--- config.mk ---
export PLATFORM = sky130hd
export DESIGN_NAME = state_machine_1
export DESIGN_NICKNAME = d
export VERILOG_FILES = /design/src/rtl/state_machine_1_pkg.sv /design/src/rtl/sm1_counter.sv /design/src/rtl/state_machine_1.sv
export SDC_FILE = /design/constraint.sdc
export NUM_CORES = 1
export LEC_CHECK = 0
export CELL_PAD_IN_SITES_DETAIL_PLACEMENT = 0
export CELL_PAD_IN_SITES_GLOBAL_PLACEMENT = 2
export CORE_MARGIN = 3
export CORE_UTILIZATION = 33
export CTS_CLUSTER_DIAMETER = 150
export DETAILED_ROUTE_END_ITERATION = 6
export HOLD_SLACK_MARGIN = 0.05
export PLACE_DENSITY = 0.74
export SKIP_LAST_GASP = 1
export SLEW_MARGIN = 20
export SYNTH_ARGS = -nofsm -noshare
export SYNTH_HDL_FRONTEND = slang
export SYNTH_SLANG_ARGS = --single-unit
--- constraint.sdc ---
create_clock -name clk -period 1.4 [get_ports clk]
set_input_delay 0.28 -clock clk [delete_from_list [all_inputs] [get_ports clk]]
set_output_delay 0.28 -clock clk [all_outputs]
set_load 0.1 [all_outputs]
--- src/rtl/state_machine_1_pkg.sv ---
// state_machine_1_pkg: shared state encoding and default sizing for state_machine_1
package state_machine_1_pkg;
    typedef enum logic [1:0] {
        IDLE   = 2'd0,
        ACTIVE = 2'd1,
        FINISH = 2'd2,
        ABORT  = 2'd3
    } state_t;
    localparam int DEF_COUNT_MAX = 100;
    localparam int DEF_CNT_W     = 7;
endpackage

--- src/rtl/sm1_counter.sv ---
// sm1_counter: clearable enabled up-counter with terminal-count flag
//   clk, reset : clock, async active-high reset
//   clr, en    : synchronous clear (wins over en), count enable
//   tc         : high while count == COUNT_MAX
module sm1_counter
    import state_machine_1_pkg::*;
#(
    parameter int COUNT_MAX = DEF_COUNT_MAX,
    parameter int CNT_W     = DEF_CNT_W
) (
    input  logic clk,
    input  logic reset,
    input  logic clr,
    input  logic en,
    output logic tc
);
    logic [CNT_W-1:0] count;
    always_ff @(posedge clk or posedge reset) begin
        if (reset)    count <= '0;
        else if (clr) count <= '0;
        else if (en)  count <= count + 1'b1;
    end
    assign tc = count == CNT_W'(COUNT_MAX);
endmodule

--- src/rtl/state_machine_1.sv ---
// state_machine_1: go-started fixed-length timed operation with kill abort and one-cycle done
//   clk, reset : clock, async active-high reset
//   go         : start request, honoured only in IDLE and only without kill
//   kill       : abort request, overrides counting and completion
//   done       : registered strobe, high for the single FINISH cycle
module state_machine_1
    import state_machine_1_pkg::*;
#(
    parameter int COUNT_MAX = DEF_COUNT_MAX,
    parameter int CNT_W     = DEF_CNT_W
) (
    input  logic clk,
    input  logic reset,
    input  logic go,
    input  logic kill,
    output logic done
);
    state_t state, next;
    logic clr, en, tc, done_d;
    sm1_counter #(.COUNT_MAX(COUNT_MAX), .CNT_W(CNT_W)) u_cnt (
        .clk(clk), .reset(reset), .clr(clr), .en(en), .tc(tc)
    );
    always_ff @(posedge clk or posedge reset) begin
        if (reset) begin
            state <= IDLE;
            done  <= 1'b0;
        end else begin
            state <= next;
            done  <= done_d;
        end
    end
    always_comb begin
        next = state;
        case (state)
            IDLE:    next = (go && !kill) ? ACTIVE : IDLE;
            ACTIVE:  next = kill ? ABORT : (tc ? FINISH : ACTIVE);
            FINISH:  next = IDLE;
            ABORT:   next = kill ? ABORT : IDLE;
            default: next = IDLE;
        endcase
    end
    // Counter only runs in ACTIVE; everywhere else it is held at zero so a new
    // run always starts from 0. done is registered from next so it is glitch-free.
    always_comb begin
        clr    = state != ACTIVE;
        en     = state == ACTIVE && !kill && !tc;
        done_d = next == FINISH;
    end
endmodule

# --- Word level (Yosys, flattened, before mapping) ---
# Cells that the tools add are included.
classes:
  n_mux: 7
  n_addsub: 1
  reduce_logical: 7
  eq_ne: 6
op_table:
  columns: ["op", "n"]
  rows:
  - ["$mux W7", 2]
  - ["$pmux W2 S4", 1]
  - ["$add A7 B1 Y7 const B", 1]
  - ["$eq A7 B7 Y1 const B", 1]
  - ["$eq A2 B2 Y1 const B", 3]
  - ["$mux W2", 3]
  - ["$logic_and A1 B1 Y1", 3]
  - ["$eq A2 B1 Y1 const B", 1]
  - ["$logic_not A1 Y1", 2]
  - ["$logic_not A2 Y1", 1]
  - ["$ne A2 B1 Y1 const B", 1]
  - ["$reduce_bool A2 Y1", 1]
  - ["$mux W1", 1]
word_totals:
  word_cells: 24
  ff_bits: 10

# --- Depth between registers and ports, before layout ---
logic_depth:
  depth_word: 5
  depth_mapped: 4
  depth_no_buf: 4

# --- Cells and area by module ---
# Synthesis repeated with hierarchy kept, for this count alone.
unflattened:
  hier_cells: 47
  hier_area_um2: 485.5
modules_own_cells:
  columns: ["mod", "instances", "area_each_um2", "cells_per_inst"]
  rows:
  - ["sm1_counter", 1, 347.8, 35]
  - ["state_machine_1", 1, 137.6, 12]

# --- Worst setup path after synthesis ---
# Ideal clock, no wire load.
synth_path:
  kind: "register -> register"
  from: "reg u_cnt.count[4]"
  to: "reg state[0]"
  synth_period_minus_slack_ns: 1.257
  path_stages_with_launch: 4
  slack_ns: 0.143
  n_path_buf: 0
  setup_time_ns: 0.126
  arrival_time_ns: 1.131
  path_cell_list: "dfrtp_1 and4bb_1 nand3_1 a221o_1"
synth_between:
  elab_chain_cells: 4
synth_rtl:
  columns: ["element", "line", "text"]
  rows:
  - ["from (decl)", "sm1_counter.sv:17", "logic [CNT_W-1:0] count;"]
  - ["from (signal assigned)", "sm1_counter.sv:21", "else if (en) count <= count + 1'b1;"]
  - ["$eq A7 B7 Y1", "sm1_counter.sv:23", "assign tc = count == CNT_W'(COUNT_MAX);"]
  - ["$mux W2 (2 in a row)", "state_machine_1.sv:36", "ACTIVE: next = kill ? ABORT : (tc ? FINISH : ACTIVE);"]
  - ["$pmux W2 S4", "state_machine_1.sv:34", "case (state)"]
  - ["net next[0]", "state_machine_1.sv:18", "state_t state, next;"]
  - ["to (signal assigned)", "state_machine_1.sv:28", "state <= next;"]
  - ["to (decl)", "state_machine_1.sv:18", null]
# The timed path passes the listed nets, and every way through them passes these cells.
# A chain may end at the register's enable or synchronous reset.

# --- Final worst setup path ---
layout_path:
  from: "reg u_cnt.count[2]"
  to: "reg state[0]"
# Same word-level chain as after synthesis.

==> summary.md <==
| Metric | Value |
|---|---|
| Status | `finished clean` |
| Switching power | `274 uW` |
| TritonCTS buffer count | `3` |
| Worst r2r path cells | `3` |
| Clock network power share | `0.300` |
| Crit-path max FO | `6` |
| Die X | `45.2 um` |
| Clock Sinks | `10` |
| Vias in the first global route | `413` |
| Post-DP HPWL | `746 um` |
| Die area | `2050 um2` |
| Register area | `250 um2` |
| FFs w/ async S/R, synth | `1.00` |
| Overflow after GRT | `0` |
| Clk buf depth | `2` |
| DRT antenna net count | `0` |
| Startpoint types | `flip-flop` |
| RD Place Congestion | `0.784` |
| Layout cells sized above 1 | `0.190` |
| R2R setup slack | `80 ps` |
| EDFF count, synth | `0` |
| Drt drc | `0` |
| CORE AREA | `1370 um2` |
| DRT iter0 DRCs | `14` |
| Avg WL per Cell | `12.5 um` |
| First-pass GRT wire length | `1760 um` |
| Gr usage total | `0.117` |
| Data required time at the worst endpoint | `1540 ps` |
| Comb power frac | `0.248` |
| P_leak | `0.287 nW` |
| Die Y | `45.2 um` |
| Most used DFF post-synth | `dfrtp_1` |
| Internal power | `582 uW` |
| Via density | `5.44` |
| Min-delay worst type | `in2async` |
| Setup violators final | `0` |
| H-tree levels | `1` |
| Reg clk slew, reported paths | `70 ps` |
| Part of the cycle the worst path needs | `0.942` |
| Register area share after synthesis | `0.493` |
| Drt pass-1 iters | `4` |
| Hold buffers post-CTS | `0` |
| Setup TNS | `0 ps` |
| Area Growth Syn to Fin | `29.3%` |
| Clock Latency Late Sink | `260 ps` |
| Total Power | `857 uW` |
| Flops & latches, synth | `10` |
| Cells after DPL | `74` |
| Number of I/O pins | `5` |
| Pwr dens | `1300 nW/um2` |
| Pin count of the biggest net entering global routing | `11` |
| Worst slew pin tran | `380 ps` |
| Initial antenna violation count | `0` |
| Cell count after synthesis | `50` |
| IO buf count | `4` |
| Via count | `424` |
| Slew Limit Fails | `0` |
| Starting density of the core | `0.372` |
| Postcts setup bufs | `0` |
| # diodes | `0` |
| Final Hold Viols | `0` |
| Clk_skew | `0.727 ps` |
| Maxcap violations | `0` |
| CTS tree | `yes` |
| Root Buffer | `clkbuf_4` |
| Setup Crit Path Kind | `reg2reg` |
| Net count after synthesis | `56` |
| RSZ-0062 raised after global routing | `yes` |
| Worst Hold Slack | `296 ps` |
| Worst vdd ir | `0.828 mV` |
| Crit path time final | `1320 ps` |
| Ys Warns | `0` |
| Post-route insts no fill | `78` |
| Power share of the sequential group | `0.452` |
| Max-slew headroom | `0.747` |
| Multi-input gate area | `253 um2` |
| # rows | `13` |
| Final WL | `976 um` |
| Fill count | `136` |
| Worst Path Arrival | `1460 ps` |
| Crit. End Element | `flip-flop` |
| Max Clock Freq | `758 MHz` |
| Post-synthesis area per instance | `10.2 um2` |
| Layout Nets | `70` |
| Switching share of power | `0.320` |
| Syn Std Cell Area | `508 um2` |
| Final core occ | `0.481` |
| Netlist cell types | `22` |
metrics by stage:
step / setup slack (ps) / instance area (um2)
3_5_place_dp: -163 / 614
5_1_grt: -17.0 / 657
4_1_cts: 74.7 / 651
2_1_floorplan: 143 / 508
3_3_place_gp: -115 / 614
6_report: 80.5 / 657
path summary, 6_finish.rpt:
check                                     from              to
worst max-delay path            u_cnt.count[2]        state[0]
worst min-delay path                     reset            done
worst max register to register  u_cnt.count[2]        state[0]
worst min register to register  u_cnt.count[2]  u_cnt.count[2]
max in group asynchronous                reset  u_cnt.count[5]
min in group clk                u_cnt.count[2]  u_cnt.count[2]
synthesized netlist by cell type, drive strengths merged (2+ instances only):
master | n | area [um2]
dfrtp | 10 | 250
a31oi | 2 | 12.5
inv | 3 | 11.3
a21oi | 3 | 15.0
o21ai | 4 | 20.0
or3 | 2 | 12.5
nand4b | 2 | 17.5
nand3 | 2 | 10.0
ha | 2 | 25.0
mux2i | 2 | 20.0
nand2 | 7 | 26.3
cell type report:
| type | count | area share |
|---|---|---|
| repair buffers | 9 | 0.133 |
| well taps | 15 | 0.0286 |
| flip-flops and latches | 10 | 0.381 |
| inverters | 3 | 0.0171 |
| multi-input cells | 37 | 0.385 |
| clock buffers | 4 | 0.0552 |
layout by cell type (no fill, tap or decap), types with 2 or more instances in the layout:
cell type / n
clkdlybuf4s50_1: 3
or3_1: 2
buf_4: 5
dfrtp_1: 10
mux2i_1: 2
nand4b_1: 2
nand3_1: 2
o21ai_0: 4
inv_1: 3
nand2_1: 7
a21oi_1: 3
clkbuf_4: 3
ha_1: 2
power by group through the flow:
stage	sequential, mW	combinational, mW	clock, mW
finish	0.388	0.212	0.257
global route	0.396	0.238	0.277
CTS	0.386	0.212	0.258
detailed placement	0.392	0.205	0
global placement	0.386	0.196	0
floorplan	0.380	0.156	0
worst max-delay path: stages, from the launching register on:
cell and delay, ps:
dfrtp_1 440, and4bb_1 310, nand3_1 130, a221o_1 340
layer usage:
layer	vias to the layer above	track usage	share of wire
li1	208	-	-
met1	201	0.155	0.47
met2	13	0.201	0.49
met3	2	0.0120	0.029
met4	0	0.0351	0.0041
met5	-	0	0
kinds of logic after synthesis:
logic type / after synthesis / share of synthesized area
simple gates: 21 / 0.246
compound gates: 11 / 0.133
flops: 10 / 0.493
buf+inv: 3 / 0.0222
mux: 2 / 0.0394
fa+ha+maj: 2 / 0.0493
xor+xnor: 1 / 0.0172
state kept, by name (all words and copies together), names as in the netlist:
name / flops
done: 1
state: 2
u_cnt.count: 7
what timing repair did:
item                                   4_1_cts  5_1_grt
gates resized for setup                      0        1
setup endpoints to repair                    0        3
endpoints found under the hold margin        0        0
No activity file was read; power rests on OpenSTA's default activity.
